[src/rtl/game_pkg.sv]
// Shared types and default constants for the cannon-game round sequencer.
package game_pkg;

    localparam int unsigned SCORE_W = 4;
    localparam int unsigned SHOTS_W = 4;

    localparam int unsigned SHOTS_PER_GAME_DEF = 8;
    localparam int unsigned SHOW_CYCLES_DEF    = 16;
    localparam int unsigned TIMEOUT_CYCLES_DEF = 64;

    typedef enum logic [2:0] {
        StIdle,
        StNewTgt,
        StArmed,
        StWait,
        StShow,
        StOver
    } round_state_t;

endpackage

[src/rtl/game_round_ctrl_if.sv]
// Control/status bundle between the controls block, the round sequencer and the datapath.
interface game_round_ctrl_if;
    import game_pkg::*;

    logic               ena;
    logic               start_new_game;
    logic               shoot_req;
    logic               result_valid;
    logic               hit;
    logic               shoot;
    logic               new_target;
    logic [SCORE_W-1:0] score;
    logic [SHOTS_W-1:0] shots_left;
    logic               busy;
    logic               game_over;
    logic               timeout_flag;

    modport master (
        output ena, start_new_game, shoot_req, result_valid, hit,
        input  shoot, new_target, score, shots_left, busy, game_over, timeout_flag
    );

    modport slave (
        input  ena, start_new_game, shoot_req, result_valid, hit,
        output shoot, new_target, score, shots_left, busy, game_over, timeout_flag
    );

endinterface

[src/rtl/game_round_ctrl_rise_detect.sv]
// Registered rising-edge detector for a level input; a level already high when reset is
// released is not reported as an edge.
module rise_detect (
    input  logic clk,
    input  logic rst_n,
    input  logic level_i,
    output logic rise_o
);

    logic level_q;
    logic primed_q;

    always_ff @(posedge clk) begin
        if (!rst_n) begin
            level_q  <= 1'b0;
            primed_q <= 1'b0;
        end else begin
            level_q  <= level_i;
            primed_q <= 1'b1;
        end
    end

    // primed_q masks the first post-reset cycle, before level_q holds a real sample
    assign rise_o = primed_q & level_i & ~level_q;

endmodule

[src/rtl/game_round_ctrl.sv]
// Round sequencer: gates shots, requests targets, keeps score and shot budget.
// Optional result timeout in WAIT is enabled by defining GAME_ROUND_TIMEOUT_EN.
module game_round_ctrl
    import game_pkg::*;
#(
    parameter int unsigned SHOTS_PER_GAME = SHOTS_PER_GAME_DEF,
    parameter int unsigned SHOW_CYCLES    = SHOW_CYCLES_DEF,
    parameter int unsigned TIMEOUT_CYCLES = TIMEOUT_CYCLES_DEF
) (
    input logic              clk,
    input logic              rst_n,
    game_round_ctrl_if.slave bus
);

    localparam logic [SHOTS_W-1:0] ShotsLoad = SHOTS_W'(SHOTS_PER_GAME);
    localparam logic [7:0]         ShowLoad  = 8'(SHOW_CYCLES);

    round_state_t       state_q, state_d;
    logic [SCORE_W-1:0] score_q, score_d;
    logic [SHOTS_W-1:0] shots_q, shots_d;
    logic [7:0]         show_cnt_q, show_cnt_d;
    logic               last_hit_q, last_hit_d;
    logic               shoot_q, shoot_d;
    logic               new_target_q, new_target_d;
    logic               busy_q, busy_d;
    logic               game_over_q, game_over_d;
    logic               start_rise;

`ifdef GAME_ROUND_TIMEOUT_EN
    localparam logic [7:0] WaitLast = 8'(TIMEOUT_CYCLES - 1);

    logic [7:0] wait_cnt_q, wait_cnt_d;
    logic       tflag_q, tflag_d;
`else
    logic unused_timeout_cfg;
    assign unused_timeout_cfg = (TIMEOUT_CYCLES == 0);
`endif

    rise_detect u_start_edge (
        .clk     (clk),
        .rst_n   (rst_n),
        .level_i (bus.start_new_game),
        .rise_o  (start_rise)
    );

    always_comb begin
        state_d    = state_q;
        score_d    = score_q;
        shots_d    = shots_q;
        show_cnt_d = show_cnt_q;
        last_hit_d = last_hit_q;
        shoot_d    = 1'b0;
`ifdef GAME_ROUND_TIMEOUT_EN
        wait_cnt_d = wait_cnt_q;
        tflag_d    = tflag_q;
`endif
        if (start_rise) begin
            state_d    = StNewTgt;
            score_d    = '0;
            shots_d    = ShotsLoad;
            last_hit_d = 1'b0;
`ifdef GAME_ROUND_TIMEOUT_EN
            tflag_d    = 1'b0;
`endif
        end else begin
            case (state_q)
                StIdle: begin
                end
                StNewTgt: state_d = StArmed;
                StArmed: begin
                    if (bus.shoot_req) begin
                        state_d = StWait;
                        shoot_d = 1'b1;
`ifdef GAME_ROUND_TIMEOUT_EN
                        tflag_d    = 1'b0;
                        wait_cnt_d = '0;
`endif
                    end
                end
                StWait: begin
                    if (bus.result_valid) begin
                        shots_d    = shots_q - 1'b1;
                        last_hit_d = bus.hit;
                        if (bus.hit && (score_q != {SCORE_W{1'b1}})) begin
                            score_d = score_q + 1'b1;
                        end
                        show_cnt_d = ShowLoad;
                        state_d    = StShow;
                    end
`ifdef GAME_ROUND_TIMEOUT_EN
                    else if (wait_cnt_q == WaitLast) begin
                        // no result in time: score the shot as a miss
                        shots_d    = shots_q - 1'b1;
                        last_hit_d = 1'b0;
                        tflag_d    = 1'b1;
                        show_cnt_d = ShowLoad;
                        state_d    = StShow;
                    end else begin
                        wait_cnt_d = wait_cnt_q + 1'b1;
                    end
`endif
                end
                StShow: begin
                    show_cnt_d = show_cnt_q - 1'b1;
                    if (show_cnt_q == 8'd1) begin
                        if (shots_q == '0) begin
                            state_d = StOver;
                        end else if (last_hit_q) begin
                            state_d = StNewTgt;
                        end else begin
                            state_d = StArmed;
                        end
                    end
                end
                StOver: begin
                end
                default: state_d = StIdle;
            endcase
        end

        new_target_d = (state_d == StNewTgt);
        busy_d       = (state_d == StNewTgt) || (state_d == StWait) || (state_d == StShow);
        game_over_d  = (state_d == StOver);
    end

    always_ff @(posedge clk) begin
        if (!rst_n) begin
            state_q      <= StIdle;
            score_q      <= '0;
            shots_q      <= '0;
            show_cnt_q   <= '0;
            last_hit_q   <= 1'b0;
            shoot_q      <= 1'b0;
            new_target_q <= 1'b0;
            busy_q       <= 1'b0;
            game_over_q  <= 1'b0;
`ifdef GAME_ROUND_TIMEOUT_EN
            wait_cnt_q   <= '0;
            tflag_q      <= 1'b0;
`endif
        end else if (bus.ena) begin
            state_q      <= state_d;
            score_q      <= score_d;
            shots_q      <= shots_d;
            show_cnt_q   <= show_cnt_d;
            last_hit_q   <= last_hit_d;
            shoot_q      <= shoot_d;
            new_target_q <= new_target_d;
            busy_q       <= busy_d;
            game_over_q  <= game_over_d;
`ifdef GAME_ROUND_TIMEOUT_EN
            wait_cnt_q   <= wait_cnt_d;
            tflag_q      <= tflag_d;
`endif
        end else begin
            shoot_q      <= 1'b0;
            new_target_q <= 1'b0;
        end
    end

    assign bus.shoot      = shoot_q;
    assign bus.new_target = new_target_q;
    assign bus.score      = score_q;
    assign bus.shots_left = shots_q;
    assign bus.busy       = busy_q;
    assign bus.game_over  = game_over_q;
`ifdef GAME_ROUND_TIMEOUT_EN
    assign bus.timeout_flag = tflag_q;
`else
    assign bus.timeout_flag = 1'b0;
`endif

endmodule

[src/flat_wrapper.sv]
// flat-port wrapper written by rule: the top's interface ports become plain ports
module game_round_ctrl_flat import game_pkg::*;
#(
    parameter int unsigned SHOTS_PER_GAME = SHOTS_PER_GAME_DEF,
    parameter int unsigned SHOW_CYCLES    = SHOW_CYCLES_DEF,
    parameter int unsigned TIMEOUT_CYCLES = TIMEOUT_CYCLES_DEF
)
  (clk, rst_n, bus_ena, bus_start_new_game, bus_shoot_req, bus_result_valid, bus_hit, bus_shoot, bus_new_target, bus_score, bus_shots_left, bus_busy, bus_game_over, bus_timeout_flag);
  game_round_ctrl_if bus_i ();
  input logic clk;
  input logic rst_n;
  input wire logic [$bits(bus_i.ena)-1:0] bus_ena;
  input wire logic [$bits(bus_i.start_new_game)-1:0] bus_start_new_game;
  input wire logic [$bits(bus_i.shoot_req)-1:0] bus_shoot_req;
  input wire logic [$bits(bus_i.result_valid)-1:0] bus_result_valid;
  input wire logic [$bits(bus_i.hit)-1:0] bus_hit;
  output wire logic [$bits(bus_i.shoot)-1:0] bus_shoot;
  output wire logic [$bits(bus_i.new_target)-1:0] bus_new_target;
  output wire logic [$bits(bus_i.score)-1:0] bus_score;
  output wire logic [$bits(bus_i.shots_left)-1:0] bus_shots_left;
  output wire logic [$bits(bus_i.busy)-1:0] bus_busy;
  output wire logic [$bits(bus_i.game_over)-1:0] bus_game_over;
  output wire logic [$bits(bus_i.timeout_flag)-1:0] bus_timeout_flag;
  assign bus_i.ena = bus_ena;
  assign bus_i.start_new_game = bus_start_new_game;
  assign bus_i.shoot_req = bus_shoot_req;
  assign bus_i.result_valid = bus_result_valid;
  assign bus_i.hit = bus_hit;
  assign bus_shoot = bus_i.shoot;
  assign bus_new_target = bus_i.new_target;
  assign bus_score = bus_i.score;
  assign bus_shots_left = bus_i.shots_left;
  assign bus_busy = bus_i.busy;
  assign bus_game_over = bus_i.game_over;
  assign bus_timeout_flag = bus_i.timeout_flag;
  game_round_ctrl #(.SHOTS_PER_GAME(SHOTS_PER_GAME), .SHOW_CYCLES(SHOW_CYCLES), .TIMEOUT_CYCLES(TIMEOUT_CYCLES)) u_core (.clk(clk), .rst_n(rst_n), .bus(bus_i));
endmodule
[config.mk]
export PLATFORM = sky130hd
export DESIGN_NAME = game_round_ctrl_flat
export DESIGN_NICKNAME = d
export VERILOG_FILES = /design/src/rtl/game_pkg.sv /design/src/rtl/game_round_ctrl_if.sv /design/src/rtl/game_round_ctrl_rise_detect.sv /design/src/rtl/game_round_ctrl.sv /design/src/flat_wrapper.sv
export SDC_FILE = /design/constraint.sdc
export NUM_CORES = 1
export LEC_CHECK = 0
export CAP_MARGIN = 20
export CELL_PAD_IN_SITES_DETAIL_PLACEMENT = 1
export CELL_PAD_IN_SITES_GLOBAL_PLACEMENT = 1
export CORE_MARGIN = 3
export CORE_UTILIZATION = 40
export DETAILED_ROUTE_END_ITERATION = 8
export GPL_ROUTABILITY_DRIVEN = 0
export HOLD_SLACK_MARGIN = 0.15
export PLACE_DENSITY = 0.85
export SLEW_MARGIN = 20
export SYNTH_ARGS = -nofsm -noshare
export SYNTH_HDL_FRONTEND = slang
export SYNTH_SLANG_ARGS = --single-unit
[constraint.sdc]
create_clock -name clk -period 3.2 [get_ports clk]
set_input_delay 0.64 -clock clk [delete_from_list [all_inputs] [get_ports clk]]
set_output_delay 0.64 -clock clk [all_outputs]
set_load 0.05 [all_outputs]
After elaboration in Yosys (flattened, before gate mapping)
Cells that the tools add are included.
{"block": "totals", "reg_bits": 26, "latch_bits": 0, "mem_bits_rw": 0, "mem_bits_ro": 0, "in_bits": 7, "output_inout_bits": 13, "wordCells": 69, "n_memories": 0}
{"block": "op_classes", "addsub": 3, "mul": 0, "n_div": 0, "order_cmp": 0, "n_eq_ne": 12, "shifts": 0, "mux": 21, "n_bitwise": 7, "reduce_logical": 15}
{"op": "4-bit two-way mux", "count": 7}
{"op": "8-bit case mux with 2 select lines", "count": 1}
{"op": "3-bit two-way mux", "count": 5}
{"op": "3-bit case mux with 5 select lines", "count": 1}
{"op": "3-bit equality test (second input constant)", "count": 4}
{"op": "3-bit by 2-bit equality test with 1-bit output (second input constant)", "count": 3}
{"op": "8-bit by 1-bit equality test with 1-bit output (second input constant)", "count": 1}
{"op": "8-bit two-way mux", "count": 1}
{"op": "4-bit AND reduction", "count": 2}
{"op": "2-bit nonzero test", "count": 4}
{"op": "8-bit by 1-bit subtractor with 8-bit output (second input constant)", "count": 1}
{"op": "3-bit by 1-bit equality test with 1-bit output (second input constant)", "count": 2}
{"op": "1-bit two-way mux", "count": 5}
{"op": "1-bit inverter", "count": 5}
{"op": "4-bit by 1-bit adder with 4-bit output (second input constant)", "count": 1}
{"op": "4-bit logical NOT", "count": 1}
{"op": "4-bit inequality test (second input constant)", "count": 1}
{"op": "4-bit OR reduction", "count": 1}
{"op": "4-bit by 1-bit subtractor with 4-bit output (second input constant)", "count": 1}
{"op": "3-bit logical NOT", "count": 1}
{"op": "3-bit AND reduction", "count": 1}
{"op": "1-bit AND", "count": 2}
{"op": "1-bit logical OR", "count": 2}
{"op": "2-bit two-way mux", "count": 1}
{"op": "4 further kinds", "count": 4}

Longest topological paths before layout
{"block": "logic_depth", "depth_word": 8, "mapped_depth": 7, "depth_no_buf": 7}

Cells and area by module
From an unflattened synthesis, not the netlist that was laid out.
{"block": "unflattened", "hier_cells": 158, "area_unflattened_um2": 1345.0}
{"module": "game_round_ctrl", "n_inst": 1, "cells_each": 154, "area_each_um2": 1290.0, "seq_area_each_um2": 480.5}
{"module": "rise_detect", "n_inst": 1, "cells_each": 4, "area_each_um2": 55.1, "seq_area_each_um2": 40.0}

Least setup slack after synthesis
Ideal clock, no wire load.
{"block": "synth_timing", "path_type": "flip-flop to flip-flop", "startpoint": "register u_core.shots_q[0], in the netlist u_core.bus.shots_left[0]", "endpoint": "register u_core.busy_q, in the netlist u_core.bus.busy", "setup_time_ns": 0.122, "arrival_ns": 1.978, "required_ns": 3.078, "slack_ns": 1.100, "stages_incl_launch_ff": 8, "path_buffers": 0, "period_less_slack_ns": 2.100, "cell_sequence": "dfxtp_1 > inv_1 > ha_1 > nor3b_2 > and4bb_1 > a2111oi_4 > and4_4 > a311o_1"}
{"block": "synth_between", "elab_chain_len": 8, "word_cells_on_any_way": 10, "classes_between": "3 x eq/ne; 4 x mux; 3 x reduce/logical"}
{"element": "start: declaration", "line_no": "game_round_ctrl.sv:20", "source": "logic [SHOTS_W-1:0] shots_q, shots_d;"}
{"element": "start signal: assignment", "line_no": "game_round_ctrl.sv:144", "source": "shots_q <= shots_d;"}
{"element": "4-bit logical NOT *", "line_no": "game_round_ctrl.sv:106", "source": "if (shots_q == '0) begin"}
{"element": "3-bit two-way mux *", "line_no": "game_round_ctrl.sv:106"}
{"element": "3-bit two-way mux *", "line_no": "game_round_ctrl.sv:105", "source": "if (show_cnt_q == 8'd1) begin"}
{"element": "3-bit case mux with 5 select lines *", "line_no": "game_round_ctrl.sv:66", "source": "case (state_q)"}
{"element": "3-bit two-way mux *", "line_no": "game_round_ctrl.sv:57", "source": "if (start_rise) begin"}
{"element": "3-bit by 1-bit equality test with 1-bit output or 3-bit by 2-bit equality test with 1-bit output (tied branches)", "line_no": "game_round_ctrl.sv:122", "source": "busy_d = (state_d == StNewTgt) || (state_d == StWait) || (state_d == StShow);"}
{"element": "1-bit logical OR", "line_no": "game_round_ctrl.sv:122"}
{"element": "1-bit logical OR *", "line_no": "game_round_ctrl.sv:122"}
{"element": "end signal: assignment", "line_no": "game_round_ctrl.sv:149", "source": "busy_q <= busy_d;"}
{"element": "end: declaration", "line_no": "game_round_ctrl.sv:25", "source": "logic busy_q, busy_d;"}
Mark *: on every way between the ends. The rest lies on a longest branch, timed or not.
A chain may end at the register's enable or synchronous reset.

Final worst setup path
{"block": "layout_timing", "startpoint": "register u_core.shots_q[2], in the netlist u_core.bus.shots_left[2]", "endpoint": "output port bus_shots_left[2]"}
{"element": "end: declaration", "line_no": "flat_wrapper.sv:20", "source": "output wire logic [$bits(bus_i.shots_left)-1:0] bus_shots_left;"}
No word-level cell between the ends.

==> flow_summary.json <==
{
  "critPathCaptureType": "output pin",
  "peakVddDrop_v": 0.000190,
  "die_y_microns": 65.1,
  "die_x_microns": 65.1,
  "cts_sinks": 26,
  "cts_buffers": 3,
  "antenna_found_initial": 0,
  "combPwrFrac_pct": 11.2,
  "synth-seq-cells": 26,
  "slew_headroom_pct": 53.7,
  "grt_pass1_wl_mm": 5.87,
  "critical-path-slowest-cell": "clkdlybuf4s50_1",
  "initial_core_util_pct": 43.9,
  "cp_num_buf_inv": 1,
  "cp.arrival_ns": 1.61,
  "outcome": "finished, final reports clean",
  "path_max_fanout": 5,
  "fin_crit_sh_pct": 70.4,
  "grt_pass1_vias": 1218,
  "grt_overflow": 0,
  "via_count": 1177,
  "dr.first_iter.drc_count": 72,
  "cts_buffer_depth": 2,
  "fmax_ghz": 0.444,
  "yosysTopAreaCellShare_pct": 37.3,
  "synth_common_cells": "26 x dfxtp_1, 20 x nor2_1, 13 x nand2_1",
  "cellPowerDensity_nw_per_um2": 351,
  "worst_ep_required_time_ns": 2.56,
  "synth_top_area_cell": "dfxtp_1",
  "core_area_sq_um": 3180,
  "grt_start_max_net_pins": 17,
  "yosys-top-cells-area": "dfxtp_1 37%, nor2_1 5.4%, ha_1 4.5%, nor4_2 4.5%, xnor2_1 4.4%",
  "yosysMostFrequentCell": "dfxtp_1",
  "maxCapViolations": 0,
  "port_buffers": 18,
  "final.min_clock_period_ns": 2.25,
  "setup_viol": 0,
  "swShare_pct": 25.9,
  "clockRootBuffer": "clkbuf_4",
  "antenna_cells": 0,
  "p_leak_uw": 0.000566,
  "clkPwrFrac_pct": 29.6,
  "power_frac_seq_pct": 59.2,
  "synth_area_per_cell_sq_um": 8.95,
  "cp_slowest_stage_delay_ns": 0.84,
  "syn-num-nets": 168,
  "synth_flop_cell": "dfxtp_1",
  "slew_violations": 0,
  "std_cell_rows": 20,
  "vias_per_cell": 5.50,
  "h-tree-depth": 1,
  "routed_wl_mm": 3.40,
  "dieArea_sq_um": 4240,
  "drive_gt1_share_pct": 10.0,
  "placed_cell_area_sq_um": 1590,
  "antenna_left": 0,
  "cts_tree": "built",
  "synthArstFlopShare_pct": 0,
  "cts_hold_buf": 0,
  "p_int_uw": 423,
  "synth-edff-count": 0,
  "switchingPower_uw": 148,
  "hold_viol": 0,
  "synth.cell_area_sq_um": 1400,
  "startpoint_type": "flop",
  "clock_skew_ns": 0.00675,
  "wire_per_inst_microns": 15.9,
  "dr.pass1.iters": 4,
  "postCtsSetupRepairBufs": 0,
  "rsz0062_at_grt": "false",
  "setup_tns_ns": 0,
  "dp_hpwl_mm": 2.60,
  "ys_seq_area_share_pct": 37.3,
  "finalInstanceArea_sq_um": 1620,
  "areaGrowthSynthToFinish_pct": 16.2,
  "clkTransAtPathRegs_ns": 0.14,
  "track_usage_pct": 17.9,
  "clk_latency_ns": 0.33,
  "criticalPathCategory": "flop to output pin",
  "crit_family": "buffers and inverters",
  "hold_path_class": "flop to flop",
  "crit_path_cell_trace": "clkdlybuf4s50_1",
  "pin_count": 20,
  "cts_resized": 0,
  "layout.nets": 183,
  "synthCells": 156,
  "yosysWarnings": 0,
  "synth.distinct_cells": 40,
  "drc": 0,
  "tightest_slew_ns": 0.693
}
-- power groups by stage --
stage          logic [uW]  registers, uW  clock network, uW
4_1_cts              64.1            338                175
2_1_floorplan        40.3            348                  0
5_1_grt              68.9            339                192
3_3_place_gp         61.6            344                  0
6_report             63.6            338                169
3_5_place_dp         63.6            345                  0
-- per-layer routing --
metal | GRT usage, % | up-vias | wire length, microns
li1 | - | 578 | -
met1 | 21.6 | 569 | 1440
met2 | 31.7 | 22 | 1740
met3 | 2.43 | 8 | 146
met4 | 7.25 | 0 | 73
met5 | 0 | - | 0
-- worst paths after layout --
kind	cells past startpoint	slack (ns)	startpoint	to
setup / recovery	1	0.95	u_core.bus.shots_left[2]	bus_shots_left[2]
hold / removal	2	0.47	u_core.bus.game_over	u_core.bus.game_over
setup reg to reg	5	1.14	u_core.state_q[1]	u_core.show_cnt_q[4]
hold reg to reg	2	0.47	u_core.bus.game_over	u_core.bus.game_over
-- registers in the layout (all words and copies together) (netlist names) --
| name | cells |
|---|---|
| u_core.show_cnt_q | 8 |
| u_core.bus.score | 4 |
| u_core.bus.shots_left | 4 |
| u_core.state_q | 3 |
| u_core.bus.busy | 1 |
| u_core.bus.game_over | 1 |
| u_core.bus.new_target | 1 |
| u_core.bus.shoot | 1 |
| u_core.last_hit_q | 1 |
| u_core.u_start_edge.level_q | 1 |
| u_core.u_start_edge.primed_q | 1 |
-- logic make-up (layout without fill, tap and decap cells) --
| logic type | count (synthesis) | after routing | share of synthesized area [%] |
|---|---|---|---|
| buffers and inverters | 17 | 31 | 5.64 |
| adders and majority gates | 5 | 5 | 4.48 |
| AOI/OAI and AO/OA | 30 | 30 | 17.4 |
| and+or+nand+nor | 70 | 70 | 30.6 |
| DFF | 26 | 26 | 37.3 |
| other | 1 | 1 | 0.269 |
| xor gates and xnor gates | 7 | 7 | 4.39 |
-- final cells by class --
class                      count  area, sq um
clock buffer                   4         36.3
fill                         386         1560
inverter                       9         33.8
multi-input combinational    113          797
sequential                    26          520
tap                           44         55.1
timing repair buffer          18          180
-- metrics by stage --
step	utilization (%)	setup slack (ns)	instances	total power [uW]	hold slack (ns)
after floorplan	-	1.10	156	388	0.446
after global placement	49.9	0.731	210	406	0.449
after detailed placement	49.9	0.603	210	408	0.458
after CTS	51.1	0.937	214	577	0.475
after global routing	51.1	0.813	214	600	0.490
final	51.1	0.946	214	570	0.472
-- cells in the final DEF, fill, tap and decap left out, types with 2 or more instances in the layout --
cell type and instances:
nand2_1 13, ha_1 5, nand4_1 2, nor3_1 5, and2_1 2, o21ai_0 6
nand3b_1 2, nor2_1 20, a31oi_1 2, clkbuf_4 3, nor4_2 5, clkdlybuf4s50_1 18
nor3b_1 2, xnor2_1 7, nand3_1 4, or3_1 4, dfxtp_1 26, a21oi_1 11
inv_1 9, a211oi_1 3
Note: power is estimated with default switching activity, not from simulation.
